### config.mk
export PLATFORM = sky130hd
export DESIGN_NAME = i2c_master_arbiter
export DESIGN_NICKNAME = d
export VERILOG_FILES = /design/src/rtl/i2c_master_arbiter.sv
export SDC_FILE = /design/constraint.sdc
export NUM_CORES = 1
export LEC_CHECK = 0
export CAP_MARGIN = 40
export CELL_PAD_IN_SITES_DETAIL_PLACEMENT = 1
export CELL_PAD_IN_SITES_GLOBAL_PLACEMENT = 1
export CORE_ASPECT_RATIO = 0.75
export CORE_UTILIZATION = 30
export DETAILED_ROUTE_END_ITERATION = 12
export PLACE_DENSITY = 0.86
export SLEW_MARGIN = 20
export SYNTH_ARGS = -nofsm -noshare
export SYNTH_HDL_FRONTEND = slang
export SYNTH_SLANG_ARGS = --single-unit
### constraint.sdc
create_clock -name clk -period 2.8 [get_ports clk]
set_clock_uncertainty 0.1 [all_clocks]
set_input_delay 0.28 -clock clk [delete_from_list [all_inputs] [get_ports clk]]
set_output_delay 0.28 -clock clk [all_outputs]
set_load 0.01 [all_outputs]
### src/rtl/i2c_master_arbiter.sv
// Round-robin arbiter that serialises register-level I2C requests onto the
// Avalon register port of an I2C master, polling its busy flag around each access.
module i2c_master_arbiter #(
    parameter int unsigned NUM_REQ        = 4,
    parameter int unsigned TIMEOUT_CYCLES = 2000000
) (
    input  logic                  clk,
    input  logic                  reset_n,
    input  logic [NUM_REQ-1:0]    req_valid,
    output logic [NUM_REQ-1:0]    req_ready,
    input  logic [NUM_REQ*8-1:0]  req_dev_addr,
    input  logic [NUM_REQ*16-1:0] req_sub_addr,
    input  logic [NUM_REQ*16-1:0] req_wdata,
    input  logic [NUM_REQ-1:0]    req_data_2b,
    input  logic [NUM_REQ-1:0]    req_sub_2b,
    output logic [NUM_REQ-1:0]    rsp_valid,
    output logic [15:0]           rsp_rdata,
    output logic                  rsp_error,
    output logic                  rsp_timeout,
    output logic                  m_read,
    output logic                  m_write,
    output logic                  m_address,
    output logic [31:0]           m_writedata,
    input  logic [31:0]           m_readdata
);
    localparam int unsigned IdxW = $clog2(NUM_REQ);
    localparam int unsigned CntW = $clog2(TIMEOUT_CYCLES + 1);
    localparam logic [CntW-1:0] CntLast = CntW'(TIMEOUT_CYCLES - 1);

    typedef enum logic [2:0] {
        StIdle, StPreRd, StPreWait, StWrData, StWrAddr, StPostRd, StPostWait, StResp
    } state_e;

    state_e            state_q, state_d;
    logic [IdxW-1:0]   owner_q, owner_d, last_q, last_d;
    logic [7:0]        dev_q, dev_d;
    logic [15:0]       sub_q, sub_d, wdata_q, wdata_d, rdata_q, rdata_d;
    logic              d2b_q, d2b_d, s2b_q, s2b_d, err_q, err_d, tmo_q, tmo_d;
    logic [CntW-1:0]   cnt_q, cnt_d;

    logic [7:0]        dev_arr   [NUM_REQ];
    logic [15:0]       sub_arr   [NUM_REQ];
    logic [15:0]       wdata_arr [NUM_REQ];
    logic              grant_found;
    logic [IdxW-1:0]   grant_idx;
    logic [NUM_REQ-1:0] ready_raw;
    int unsigned       cand;
    logic              unused_rdata;

    assign unused_rdata = ^m_readdata[31:18];

    for (genvar g = 0; g < NUM_REQ; g++) begin : g_unpack
        assign dev_arr[g]   = req_dev_addr[8*g +: 8];
        assign sub_arr[g]   = req_sub_addr[16*g +: 16];
        assign wdata_arr[g] = req_wdata[16*g +: 16];
    end

    // Search starts one past the last owner so every waiting requester gets a turn.
    always_comb begin
        grant_found = 1'b0;
        grant_idx   = '0;
        cand        = 0;
        for (int unsigned k = 1; k <= NUM_REQ; k++) begin
            cand = (32'(last_q) + k) % NUM_REQ;
            if (!grant_found && req_valid[IdxW'(cand)]) begin
                grant_found = 1'b1;
                grant_idx   = IdxW'(cand);
            end
        end
    end

    // Accept pulse is combinational with the grant, so it must be masked while in reset.
    assign req_ready = ready_raw & {NUM_REQ{reset_n}};

    always_comb begin
        state_d     = state_q;
        owner_d     = owner_q;
        last_d      = last_q;
        dev_d       = dev_q;
        sub_d       = sub_q;
        wdata_d     = wdata_q;
        d2b_d       = d2b_q;
        s2b_d       = s2b_q;
        rdata_d     = rdata_q;
        err_d       = err_q;
        tmo_d       = tmo_q;
        cnt_d       = '0;
        ready_raw   = '0;
        rsp_valid   = '0;
        rsp_rdata   = 16'h0;
        rsp_error   = 1'b0;
        rsp_timeout = 1'b0;
        m_read      = 1'b0;
        m_write     = 1'b0;
        m_address   = 1'b0;
        m_writedata = 32'h0;

        unique case (state_q)
            StIdle: begin
                if (grant_found) begin
                    ready_raw[grant_idx] = 1'b1;
                    owner_d = grant_idx;
                    dev_d   = dev_arr[grant_idx];
                    sub_d   = sub_arr[grant_idx];
                    wdata_d = wdata_arr[grant_idx];
                    d2b_d   = req_data_2b[grant_idx];
                    s2b_d   = req_sub_2b[grant_idx];
                    rdata_d = 16'h0;
                    err_d   = 1'b0;
                    tmo_d   = 1'b0;
                    state_d = StPreRd;
                end
            end
            StPreRd, StPostRd: begin
                m_read  = 1'b1;
                cnt_d   = cnt_q + 1'b1;
                state_d = (state_q == StPreRd) ? StPreWait : StPostWait;
            end
            StPreWait: begin
                cnt_d = cnt_q + 1'b1;
                if (m_readdata[16]) begin
                    state_d = StPreRd;
                end else begin
                    state_d = dev_q[0] ? StWrAddr : StWrData;
                end
            end
            StWrData: begin
                m_write     = 1'b1;
                m_writedata = {16'h0, wdata_q};
                state_d     = StWrAddr;
            end
            StWrAddr: begin
                m_write     = 1'b1;
                m_address   = 1'b1;
                m_writedata = {6'h0, s2b_q, d2b_q, dev_q, sub_q};
                state_d     = StPostRd;
            end
            StPostWait: begin
                cnt_d = cnt_q + 1'b1;
                if (m_readdata[16]) begin
                    state_d = StPostRd;
                end else begin
                    rdata_d = m_readdata[15:0];
                    err_d   = m_readdata[17];
                    state_d = StResp;
                end
            end
            StResp: begin
                rsp_valid[owner_q] = 1'b1;
                rsp_rdata   = rdata_q;
                rsp_error   = err_q;
                rsp_timeout = tmo_q;
                last_d      = owner_q;
                state_d     = StIdle;
            end
        endcase

        // Timeout overrides whatever the polling states decided.
        if ((state_q == StPreRd || state_q == StPreWait || state_q == StPostRd ||
             state_q == StPostWait) && cnt_q == CntLast) begin
            state_d = StResp;
            cnt_d   = '0;
            rdata_d = 16'h0;
            err_d   = 1'b1;
            tmo_d   = 1'b1;
        end
    end

    always_ff @(posedge clk or negedge reset_n) begin
        if (!reset_n) begin
            state_q <= StIdle;
            owner_q <= '0;
            last_q  <= IdxW'(NUM_REQ - 1);
            dev_q   <= 8'h0;
            sub_q   <= 16'h0;
            wdata_q <= 16'h0;
            d2b_q   <= 1'b0;
            s2b_q   <= 1'b0;
            rdata_q <= 16'h0;
            err_q   <= 1'b0;
            tmo_q   <= 1'b0;
            cnt_q   <= '0;
        end else begin
            state_q <= state_d;
            owner_q <= owner_d;
            last_q  <= last_d;
            dev_q   <= dev_d;
            sub_q   <= sub_d;
            wdata_q <= wdata_d;
            d2b_q   <= d2b_d;
            s2b_q   <= s2b_d;
            rdata_q <= rdata_d;
            err_q   <= err_d;
            tmo_q   <= tmo_d;
            cnt_q   <= cnt_d;
        end
    end
endmodule

* Word-level counts from Yosys, hierarchy flattened *
Index checks and enable logic that the tools add are counted.
Widths: inputs -> output; s select.

word-level totals
  bits in registers = 88
  output and inout bits = 61
  input port bits = 206

operators by class
  $lt $le $gt $ge = 9
  $add $sub $neg = 5
  reduce and logical (&&, ||, !) cells = 22
  bitwise logic cells = 2
  multiplexer cells = 62
  eq/ne operators = 10

operators with widths
  operator               number
  $mux 16                8
  $bmux 16 s2            2
  $pmux 26 s2            1
  $mux 21                2
  $pmux 16 s2            1
  $mux 1                 22
  $add 21x1->21 const B  1
  $eq 21x21->1 const B   1
  $pmux 3 s7             1
  $lt 2x3->1 const B     6
  $bmux 8 s2             1
  $mux 8                 2
  $mux 3                 5
  $bmux 1 s2             6
  $eq 3x3->1 const B     4
  $mux 4                 3
  $mux 2                 5
  $eq 3x2->1 const B     2
  $logic_and 1x1->1      6
  $add 2x1->2 const B    2
  $add 2x2->2 const B    2
  $and 4x4->4            1
  $demux 1 s2            2
  $ge 2x1->1 const B     2
  other kinds (15)       22

* Logic depth before layout (Yosys ltp) *
Gate-level depths: netlist (run 1).

  depth after elaboration = 20
  gate-level depth with buffers = 10
  depth with buffers taken out = 7

* Least setup slack after synthesis (run 1) *
Ideal clock, no wire load.

  kind = register -> register
  start = register last_q[1]
  end = register sub_q[9]
  path slack = 0.694 ns
  setup time = 0.087 ns
  data required time = 2.613 ns
  cell stages (with the launch flop) = 9
  path buffers = 3
  data arrival time = 1.920 ns
  period minus slack after synthesis = 2.106 ns
  path through = dfstp_2 > buf_2 > mux2i_1 > o22ai_1 > a21oi_2 > buf_2 > buf_4 > mux2_2 > o211ai_1

between the ends
  cells in the longest elaborated chain, start to end = 17

ends and longest elaborated chain
  element                                     line  source
  start, declared                             35    logic [IdxW-1:0] owner_q, owner_d, last_q, last_d;
  start signal, assigned                      173   last_q <= IdxW'(NUM_REQ - 1);
  start signal, assigned                      186   last_q <= last_d;
  $add 2x1->2                                 64    cand = (32'(last_q) + k) % NUM_REQ;
  $bmux 1 s2                                  65    if (!grant_found && req_valid[IdxW'(cand)]) begin
  $mux 1 (not written as such)                65
  $mux 1                                      65
  $logic_not 1->1                             65
  $logic_and 1x1->1                           65
  $mux 1                                      65
  $logic_not 1->1                             65
  $logic_and 1x1->1                           65
  $mux 1                                      65
  $logic_not 1->1                             65
  $logic_and 1x1->1                           65
  $mux 2                                      65
  $not 2->3 (not written as such)             104   sub_d = sub_arr[grant_idx];
  $bmux 16 s2                                 104
  $mux 16 (not written as such) (2 in a row)  104
  end signal, assigned                        188   sub_q <= sub_d;
  end, declared                               37    logic [15:0] sub_q, sub_d, wdata_q, wdata_d, rdata_q, rdata_d;

Parallel ways exist; a longest one is shown, timed or not. The select of a mux whose other input is x is not followed.
A chain may end at the register's enable or synchronous reset.

* Final worst setup path (run 1) *
  start = register state_q[0]
  end = output port m_writedata[0]

between the ends
  cells in the longest elaborated chain, start to end = 2

ends and longest elaborated chain
  element                                          line  source
  start, declared                                  34    state_e state_q, state_d;
  start signal, assigned                           171   state_q <= StIdle;
  start signal, assigned                           184   state_q <= state_d;
  $eq 3x3->1 / $eq 3x2->1 (equally long branches)  98    unique case (state_q)
  $pmux 26 s2 *                                    98
  end, declared                                    23    output logic [31:0] m_writedata,

Mark *: on every way between the ends. The rest lies on a longest branch, timed or not.

==> results.ini, run 1 <==
[run_status]
run_status=finished clean

[cts]
cts.clk_slew.worst_paths_ns=0.07
cts_tree=yes
cts.htree.levels=3
cts_made_buffers=9
clock_path_buffers=2
cts.sinks=88
clk-insertion-delay-late_ns=0.35
clockRootBuffer=clkbuf_16

[die]
dieArea_sq_um=20000
rows=43
pin_count=267
fp.dieW_um=163
core_sq_um=18800
chipHeight_um=123
start_util_pct=31.1

[critical_path]
critPathSlowestCell=clkdlybuf4s50_1
cp_num_buf_inv=4
crit_path_max_incr_delay_ns=0.54
cp-endpoint=m_writedata[0]
startpoint_type=flip-flop
cpLargestDelayFamily=buffers and inverters
worstSetupPathType=flip-flop to primary output
rr_endpoint=dev_q[6]
rrSetupSlack_ns=0.48
crit_required_ns=2.42
worstPathMaxFanout=17
cp_cell_sequence=inv_1, ha_1, buf_6, and2_4, buf_12, a22o_1, clkdlybuf4s50_1
r2r_cells=7
r2r-start=last_q[1]
cp-end-kind=primary output
crit_cells=7
cp-startpoint=state_q[0]
arrival_ns=2.34

[placed_design]
gp_congestion=0.848
dp.final_hpwl_mm=17.0
portBuffers=246

[power]
internal_power_w=0.00399
p_seq_share_pct=28.5
powerDensity_nw_per_um2=775
peakVddDrop_uv=461
p_comb_share_pct=55.0
netSwitchingPower_w=0.00295
sw_frac_of_total_pct=42.5
p_leak_nw=3.64
p_clk_share_pct=16.5

[synth]
yosys.area.top_type=dfrtp_1
ys_types=48
ys_async_sr_fraction_pct=100
synthCells=657
synth_edf_count=0
synth-seq-area-share_pct=37.8
syn-cell-area_sq_um=5840
synth_common_cells=nand3_1, dfrtp_1, nand2_1
synthFlopType=dfrtp_1
ys_top_cells_by_area=dfrtp_1, nand3_1, mux2i_1, mux2_2, o211ai_1
synth.most_common_cell=nand3_1
synth.top_cell.area_share_pct=36.9
avgSynthCellArea_sq_um=8.88
synth-seq-cells=88
synth_warnings=0

[route]
via_count=5938
wirelength_mm=22.4
via_per_inst=5.22
drt_iter0_drc=380
drc_errors=0
ant_nets=0
wl_per_cell_um=19.7
firstDrtPassIters=4

[grt]
antenna_found_initial=0
grt_max_degree=75
track_usage_pct=22.1
grt_overflow=0
grt_pass1_wl_mm=33.9
grt_pass1_vias=6099

[timing]
fin_setup_tns_ns=0
finalSetupViolCount=0
period_share_pct=97.0
fmax_mhz=368
hold_ws_ns=0.288
slew_headroom_pct=48.7
hold_violations=0
finalMaxSlewViolations=0
fin_crit_ns=2.72
rsz0062_at_grt=true
tightest_slew_ns=0.763

[cells_and_area]
num-fill-cells=2158
nets=1099
area_delta_synth_final_pct=53.5
drive_gt1_share_pct=11.6
register_area_sq_um=2210
multi_input_area_sq_um=3310
diodes=0

[flow_run]
drv_cap=0

[hold_path]
holdCritPathClass=input pin to asynchronous set/reset pin

==> area by class of cell <==
cell class / instances / area share [%]
sequential: 88 / 24.6
timing repair buffer: 278 / 31.6
clock buffer: 11 / 2.71
inverter: 8 / 0.335
clock inverter: 4 / 0.321
tap: 247 / 3.45
multi-input combinational: 502 / 37.0
==> cells in the final DEF (no fill, tap or decap), types with 11 or more instances in the layout <==
cell             netlist  routed
clkdlybuf4s50_1        0     241
nand3_1              114     114
dfrtp_1               86      85
nand2_1               75      74
mux2i_1               43      43
o211ai_1              43      43
mux2_2                38      38
and3_1                32      32
nor2_1                32      32
a21oi_1               21      21
buf_4                 12      21
a22o_1                16      16
xor2_1                11      11
==> stage by stage <==
stage | power, W | util (%) | setup slack [ns] | cell area (sq um) | std cells
2_1_floorplan | 0.00427 | - | 0.694 | 5860 | 662
3_3_place_gp | 0.00562 | 45.8 | 0.198 | 8610 | 1118
3_5_place_dp | 0.00576 | 46.0 | 0.148 | 8640 | 1120
4_1_cts | 0.00696 | 47.6 | 0.00622 | 8930 | 1136
5_1_grt | 0.00740 | 47.7 | -0.00374 | 8960 | 1138
6_report | 0.00694 | 47.7 | 0.0840 | 8960 | 1138
==> metal layers <==
| metal | routed length [um] | vias up | global-route usage (%) |
|---|---|---|---|
| met5 | 0 | - | 0 |
| met4 | 108 | 0 | 3.91 |
| met3 | 1320 | 8 | 4.56 |
| met2 | 10700 | 181 | 36.6 |
| met1 | 10200 | 2952 | 30.1 |
| li1 | - | 2797 | - |
==> cell families (layout without fill, tap and decap cells) <==
family	Yosys count	in the layout	synth area share (%)
buffers and inverters	72	301	6.52
DFF	88	88	37.8
adders and majority gates	6	6	1.29
xor gates and xnor gates	19	19	2.85
other	1	6	0.0642
and+or+nand+nor	290	290	24.3
muxes	85	85	15.5
AOI/OAI and AO/OA	96	96	11.7
==> power groups by stage <==
stage / Sequential (W) / Clock (W) / Combinational, W
2_1_floorplan: 0.00186 / 0 / 0.00241
3_3_place_gp: 0.00197 / 0 / 0.00364
3_5_place_dp: 0.00199 / 0 / 0.00377
4_1_cts: 0.00197 / 0.00118 / 0.00381
5_1_grt: 0.00203 / 0.00122 / 0.00416
6_report: 0.00198 / 0.00115 / 0.00382
==> timing repair <==
action,in CTS,in global routing
setup buffers,0,2
pin swaps,0,1
hold buffers,1,0
resized for setup,5,7
setup endpoints to repair,20,19
hold endpoints to repair,20,0
==> worst reg2reg max path, cell delays in order (launching register included) <==
cell and delay, ns:
dfstp_2 0.61, mux2i_1 0.20, o22ai_1 0.16, a21oi_4 0.17, buf_12 0.21, buf_4 0.30, mux2_2 0.39, o211ai_1 0.10
==> flip-flops by register name, indices dropped and copies added (netlist names) <==
| register | cells |
|---|---|
| dev_q | 8 |
| state_q | 3 |
| s2b_q | 1 |
| sub_q | 16 |
| d2b_q | 1 |
| wdata_q | 16 |
| err_q | 1 |
| last_q | 2 |
| rdata_q | 16 |
| cnt_q | 21 |
| owner_q | 2 |
| tmo_q | 1 |
==> how the worst min path moves through the flow <==
| stage | slack [ns] | from | to | cells after the start |
|---|---|---|---|---|
| detailed placement | 0.11 | reset_n | cnt_q[18] | 1 |
| finish | 0.29 | reset_n | sub_q[11] | 2 |
| CTS | 0.29 | reset_n | cnt_q[18] | 2 |
| floorplan | -0.12 | reset_n | cnt_q[0] | 0 |
| global route | 0.31 | reset_n | sub_q[11] | 2 |
| global placement | 0.11 | reset_n | cnt_q[17] | 1 |
(Power assumes the default switching activity.)
==> inputs of run 2 (changes only) <==
ABC_AREA = 1   (was unset)
CORE_UTILIZATION = 29   (was 30)
==> run 2 against run 1 <==
Compared with the run above: final cell count increased by 33%; register-to-register slack worse by 0.25 ns; synthesized cell count up 48%; critical path type unchanged; largest cell class unchanged; non-clock buffer count rose by 10; critical endpoint is now req_ready[3].
==> results.ini, run 2 <==
[timing]
fin_crit_ns=2.76
finalSetupViolCount=0
finalMaxSlewViolations=0
fmax_mhz=362
finalWorstSetupSlack_ns=0.0373
slew_headroom_pct=63.2
hold_violations=0
hold_ws_ns=0.382
tightest_slew_ns=0.551
rsz0062_at_grt=true
period_share_pct=98.7

[synth]
synth.most_common_cell=nand2_1
syn-cell-area_sq_um=6350
synthCells=971
synth-seq-cells=88
yosys.area.top_type=dfrtp_1
synth.top_cell.area_share_pct=33.9
synthFlopType=dfrtp_1
avgSynthCellArea_sq_um=6.54
ys_async_sr_fraction_pct=100
synth-seq-area-share_pct=34.7
ys_top_cells_by_area=dfrtp_1, nand2_1, nand3_1, inv_1, nor2_1
synth_edf_count=0
ys_types=43
synth_warnings=0
synth_common_cells=nand2_1, inv_1, nand3_1

[die]
fp.dieW_um=173
chipHeight_um=130
pin_count=267
core_sq_um=21300
dieArea_sq_um=22500
rows=46
start_util_pct=29.8

[cells_and_area]
diodes=0
layout.cells.non_filler=1515
layout_common_cells=nand2_1, clkdlybuf4s50_1, inv_1
layout_commonest_cell=nand2_1
largest_register=cnt_q
final_area_sq_um=9690
area_delta_synth_final_pct=52.5
largest_reg_flops=21
drive_gt1_share_pct=7.74
nets=1434

[power]
peakVddDrop_uv=740
powerDensity_nw_per_um2=1030
p_leak_nw=4.71
totalPowerFinal_w=0.0100

[critical_path]
cp-end-kind=primary output
worstSetupPathType=flip-flop to primary output
crit_required_ns=2.42
r2r_cells=16
startpoint_type=flip-flop
rr_endpoint=sub_q[6]
worstPathMaxFanout=5
rrSetupSlack_ns=0.23
arrival_ns=2.38
cp-endpoint=req_ready[3]
cp-startpoint=last_q[0]
r2r-start=last_q[0]

[grt]
grt_pass1_wl_mm=37.9
track_usage_pct=21.1
antenna_found_initial=0
grt_pass1_vias=7463
grt_overflow=0
grt_max_degree=99

[cts]
clock_path_buffers=2
clk-insertion-delay-late_ns=0.34
cts.clk_slew.worst_paths_ns=0.07
cts.htree.levels=3
cts.sinks=88
cts_tree=yes
clockRootBuffer=clkbuf_16
cts_made_buffers=9

[hold_path]
hold_path.startpoint=dev_q[2]
holdCritPathClass=flip-flop to flip-flop

[run_status]
run_status=finished clean

[route]
drt_iter0_drc=245
wl_per_cell_um=15.4
drc_errors=0
via_count=7089
ant_nets=0
firstDrtPassIters=4
via_per_inst=4.68
wirelength_mm=23.3

[placed_design]
portBuffers=246
placed_area_sq_um=9160
dp_slack_ns=-0.292
dp.final_hpwl_mm=17.6
gp_congestion=0.806
dpl.cell_count=1486

[flow_run]
drv_cap=0

==> run 2: cell types whose count changed in the layout (fill, tap and decap cells not counted), moves of 32 or more <==
cell / before / now
inv_1: 7 / 183
mux2i_1: 43 / 0
mux2_2: 38 / 0
nand3_1: 114 / 168
or2_1: 0 / 36
nor2_1: 32 / 65
o211ai_1: 43 / 3
nand2_1: 74 / 245
and3_1: 32 / 0
==> run 2: worst min path at each step <==
stage | to | cells past startpoint | slack, ns
after floorplan | cnt_q[0] | 0 | -0.12
after global placement | dev_q[2] | 2 | 0.22
after detailed placement | dev_q[5] | 2 | 0.23
after CTS | dev_q[2] | 2 | 0.39
after global routing | dev_q[2] | 2 | 0.40
final | dev_q[2] | 2 | 0.38
==> run 2: logic make-up (layout without fill, tap and decap cells) <==
logic type | Yosys count | in the layout | share of synthesized area (%)
fa+ha+maj | 6 | 6 | 1.18
buf+inv | 242 | 493 | 16.0
xor+xnor | 4 | 4 | 0.551
other cells | 1 | 6 | 0.0590
simple gates | 568 | 568 | 40.7
compound gates | 62 | 62 | 6.83
flops | 88 | 88 | 34.7
==> run 2: layer usage <==
| metal | GRT usage (%) | vias to the layer above | wire length, um |
|---|---|---|---|
| li1 | - | 3492 | - |
| met1 | 25.5 | 3369 | 10300 |
| met2 | 37.1 | 207 | 11000 |
| met3 | 6.56 | 21 | 1770 |
| met4 | 4.27 | 0 | 263 |
| met5 | 0 | - | 0 |
==> run 2: power by group <==
part | switching [W] | internal, W | total, W
Clock | 0.000533 | 0.000810 | 0.00134
Sequential | 0.000291 | 0.00171 | 0.00200
Combinational | 0.00410 | 0.00258 | 0.00668
Total | 0.00492 | 0.00510 | 0.0100
==> run 2: final cells by class <==
type	instances	area [sq um]
Timing Repair Buffer	288	2870
Tap cell	288	360
Fill cell	2682	11600
Clock buffer	10	239
Multi-Input combinational cell	646	3210
Inverter	189	712
Clock inverter	6	91.3
Sequential cell	88	2200
==> run 2: critical path, stage by stage, from the launching register on <==
cell      delay (ns)
dfstp_2         0.58
buf_6           0.12
nand2_1         0.06
nand2_2         0.13
nand2_2         0.09
nand2_4         0.09
nor2_4          0.05
nand3b_1        0.16
nand2_4         0.11
nor4_4          0.38
buf_4           0.19
buf_6           0.09
==> run 2: per-stage QoR <==
stage	TNS (ns)	utilization, %
after global routing	-0.0756	45.5
after detailed placement	-0.521	43.0
after CTS	0	45.0
after floorplan	0	-
final	0	45.5
after global placement	-0.271	43.0
==> run 2: repair_timing <==
action / 4_1_cts / 5_1_grt
pin swaps: 8 / 6
buffers inserted: 8 / 2
cloned: 0 / 1
gates resized for setup: 17 / 16
hold buffers: 1 / 0
endpoints found under the setup margin: 4 / 65
endpoints found under the hold margin: 25 / 0
==> inputs of run 3 (changes only) <==
CELL_PAD_IN_SITES_DETAIL_PLACEMENT = 0   (was 1)
SETUP_SLACK_MARGIN = 0.5   (was unset)
==> run 3 against run 2 <==
Compared with the run above: count of clock-buffer cells in the layout up 3; non-clock buffer count grew 44; critical path depth up 1; cell area grew 9.3%.
==> results.ini, run 3 (synthesized netlist as in run 2, its figures left out) <==
[timing]
finalMaxSlewViolations=0
tightest_slew_ns=0.518
rsz0062_at_grt=true
period_share_pct=99.6
fin_crit_ns=2.79
finalSetupViolCount=0
fmax_mhz=359
hold_violations=0
finalWorstSetupSlack_ns=0.0126
slew_headroom_pct=65.4

[critical_path]
startpoint_type=flip-flop
worstPathMaxFanout=6
crit_required_ns=2.42
worstSetupPathType=flip-flop to primary output
cp-end-kind=primary output
arrival_ns=2.41

[cells_and_area]
largest_register=cnt_q
num-fill-cells=2119
nets=1479
final_core_util_pct=49.7
drive_gt1_share_pct=15.1
area_delta_synth_final_pct=66.7
layout_commonest_cell=nand2_1
layout_common_cells=nand2_1, clkdlybuf4s50_1, inv_1
largest_reg_flops=21
diodes=0

[placed_design]
dp.final_hpwl_mm=15.0
dp_slack_ns=-0.266
gp_congestion=0.806
portBuffers=246

[cts]
clockRootBuffer=clkbuf_16
clock_path_buffers=2
cts.clk_slew.worst_paths_ns=0.07
cts.htree.levels=3
cts_tree=yes
clk-insertion-delay-late_ns=0.34
cts.sinks=88
cts_made_buffers=9

[grt]
grt_overflow=0
grt_pass1_wl_mm=36.2
track_usage_pct=20.4
grt_pass1_vias=6903
antenna_found_initial=0
grt_max_degree=62

[die]
pin_count=267
start_util_pct=29.8
core_sq_um=21300
dieArea_sq_um=22500
fp.dieW_um=173
rows=46
chipHeight_um=130

[route]
firstDrtPassIters=5
via_count=7055
via_per_inst=4.52
drt_iter0_drc=340
drc_errors=0
ant_nets=0
wl_per_cell_um=14.7
wirelength_mm=23.0

[flow_run]
drv_cap=0

[power]
sw_frac_of_total_pct=45.3
internal_power_w=0.00684
p_clk_share_pct=10.3
powerDensity_nw_per_um2=1180
netSwitchingPower_w=0.00565
peakVddDrop_uv=825
p_comb_share_pct=73.6
p_seq_share_pct=16.1
p_leak_nw=5.39

[hold_path]
holdCritPathClass=flip-flop to flip-flop

[run_status]
run_status=finished clean

-- run 3: per-stage QoR --
| step | area [sq um] | setup TNS [ns] | hold WS, ns | cells | total power (W) |
|---|---|---|---|---|---|
| floorplan | 6370 | 0 | -0.116 | 976 | 0.00629 |
| global placement | 9160 | -0.271 | 0.215 | 1486 | 0.00812 |
| detailed placement | 9160 | -0.383 | 0.221 | 1486 | 0.00818 |
| CTS | 10400 | 0 | 0.385 | 1548 | 0.0121 |
| global route | 10600 | -0.175 | 0.412 | 1560 | 0.0135 |
| finish | 10600 | 0 | 0.383 | 1560 | 0.0125 |
-- run 3: final timing paths --
path                              from      endpoint  slack, ns  depth (start not counted)
max in group asynchronous      reset_n     sub_q[15]       1.28                          5
min in group asynchronous      reset_n      dev_q[5]       0.47                          3
hold / removal             wdata_q[10]   wdata_q[10]       0.38                          2
hold reg to reg            wdata_q[10]   wdata_q[10]       0.38                          2
setup / recovery             last_q[0]  req_ready[3]       0.01                         12
setup reg to reg             last_q[0]      sub_q[0]       0.15                         15
-- run 3: what timing repair did --
action,CTS,global route
hold buffers,1,0
endpoints found under the setup margin,115,89
gates cloned,9,3
buffers inserted,36,8
hold endpoints to repair,25,0
pin swaps,40,1
gates resized for setup,165,46
-- run 3: routing by layer --
metal | vias up | global-route usage [%] | routed length, um
li1 | 3583 | - | -
met1 | 3221 | 25.8 | 10600
met2 | 226 | 33.5 | 10300
met3 | 25 | 6.73 | 1660
met4 | 0 | 5.36 | 404
met5 | - | 0 | 0
-- run 3: cell type report --
type / count / area [sq um] / share of cell area [%]
tap: 288 / 360 / 3.40
timing repair buffer: 332 / 3540 / 33.4
multi-input combinational: 646 / 3440 / 32.5
timing repair inverter: 1 / 8.76 / 0.0827
sequential: 88 / 2200 / 20.8
inverter: 189 / 724 / 6.84
clock buffer: 13 / 240 / 2.27
clock inverter: 3 / 68.8 / 0.650
-- run 3: power groups by stage --
stage | clock [W] | combinational [W] | sequential (W)
3_5_place_dp | 0 | 0.00616 | 0.00202
6_report | 0.00129 | 0.00920 | 0.00201
3_3_place_gp | 0 | 0.00609 | 0.00202
4_1_cts | 0.00132 | 0.00874 | 0.00200
2_1_floorplan | 0 | 0.00440 | 0.00190
5_1_grt | 0.00138 | 0.0100 | 0.00206
-- run 3: worst max-delay path, stage by stage, from the launching register on --
cell,delay [ns]
dfstp_2,0.61
buf_4,0.16
nand2_1,0.05
nand2_1,0.07
nand2_2,0.08
nand2_4,0.09
buf_4,0.12
nor2_4,0.03
o21ai_4,0.10
nand2_4,0.09
nor4_4,0.39
buf_4,0.19
buf_6,0.10
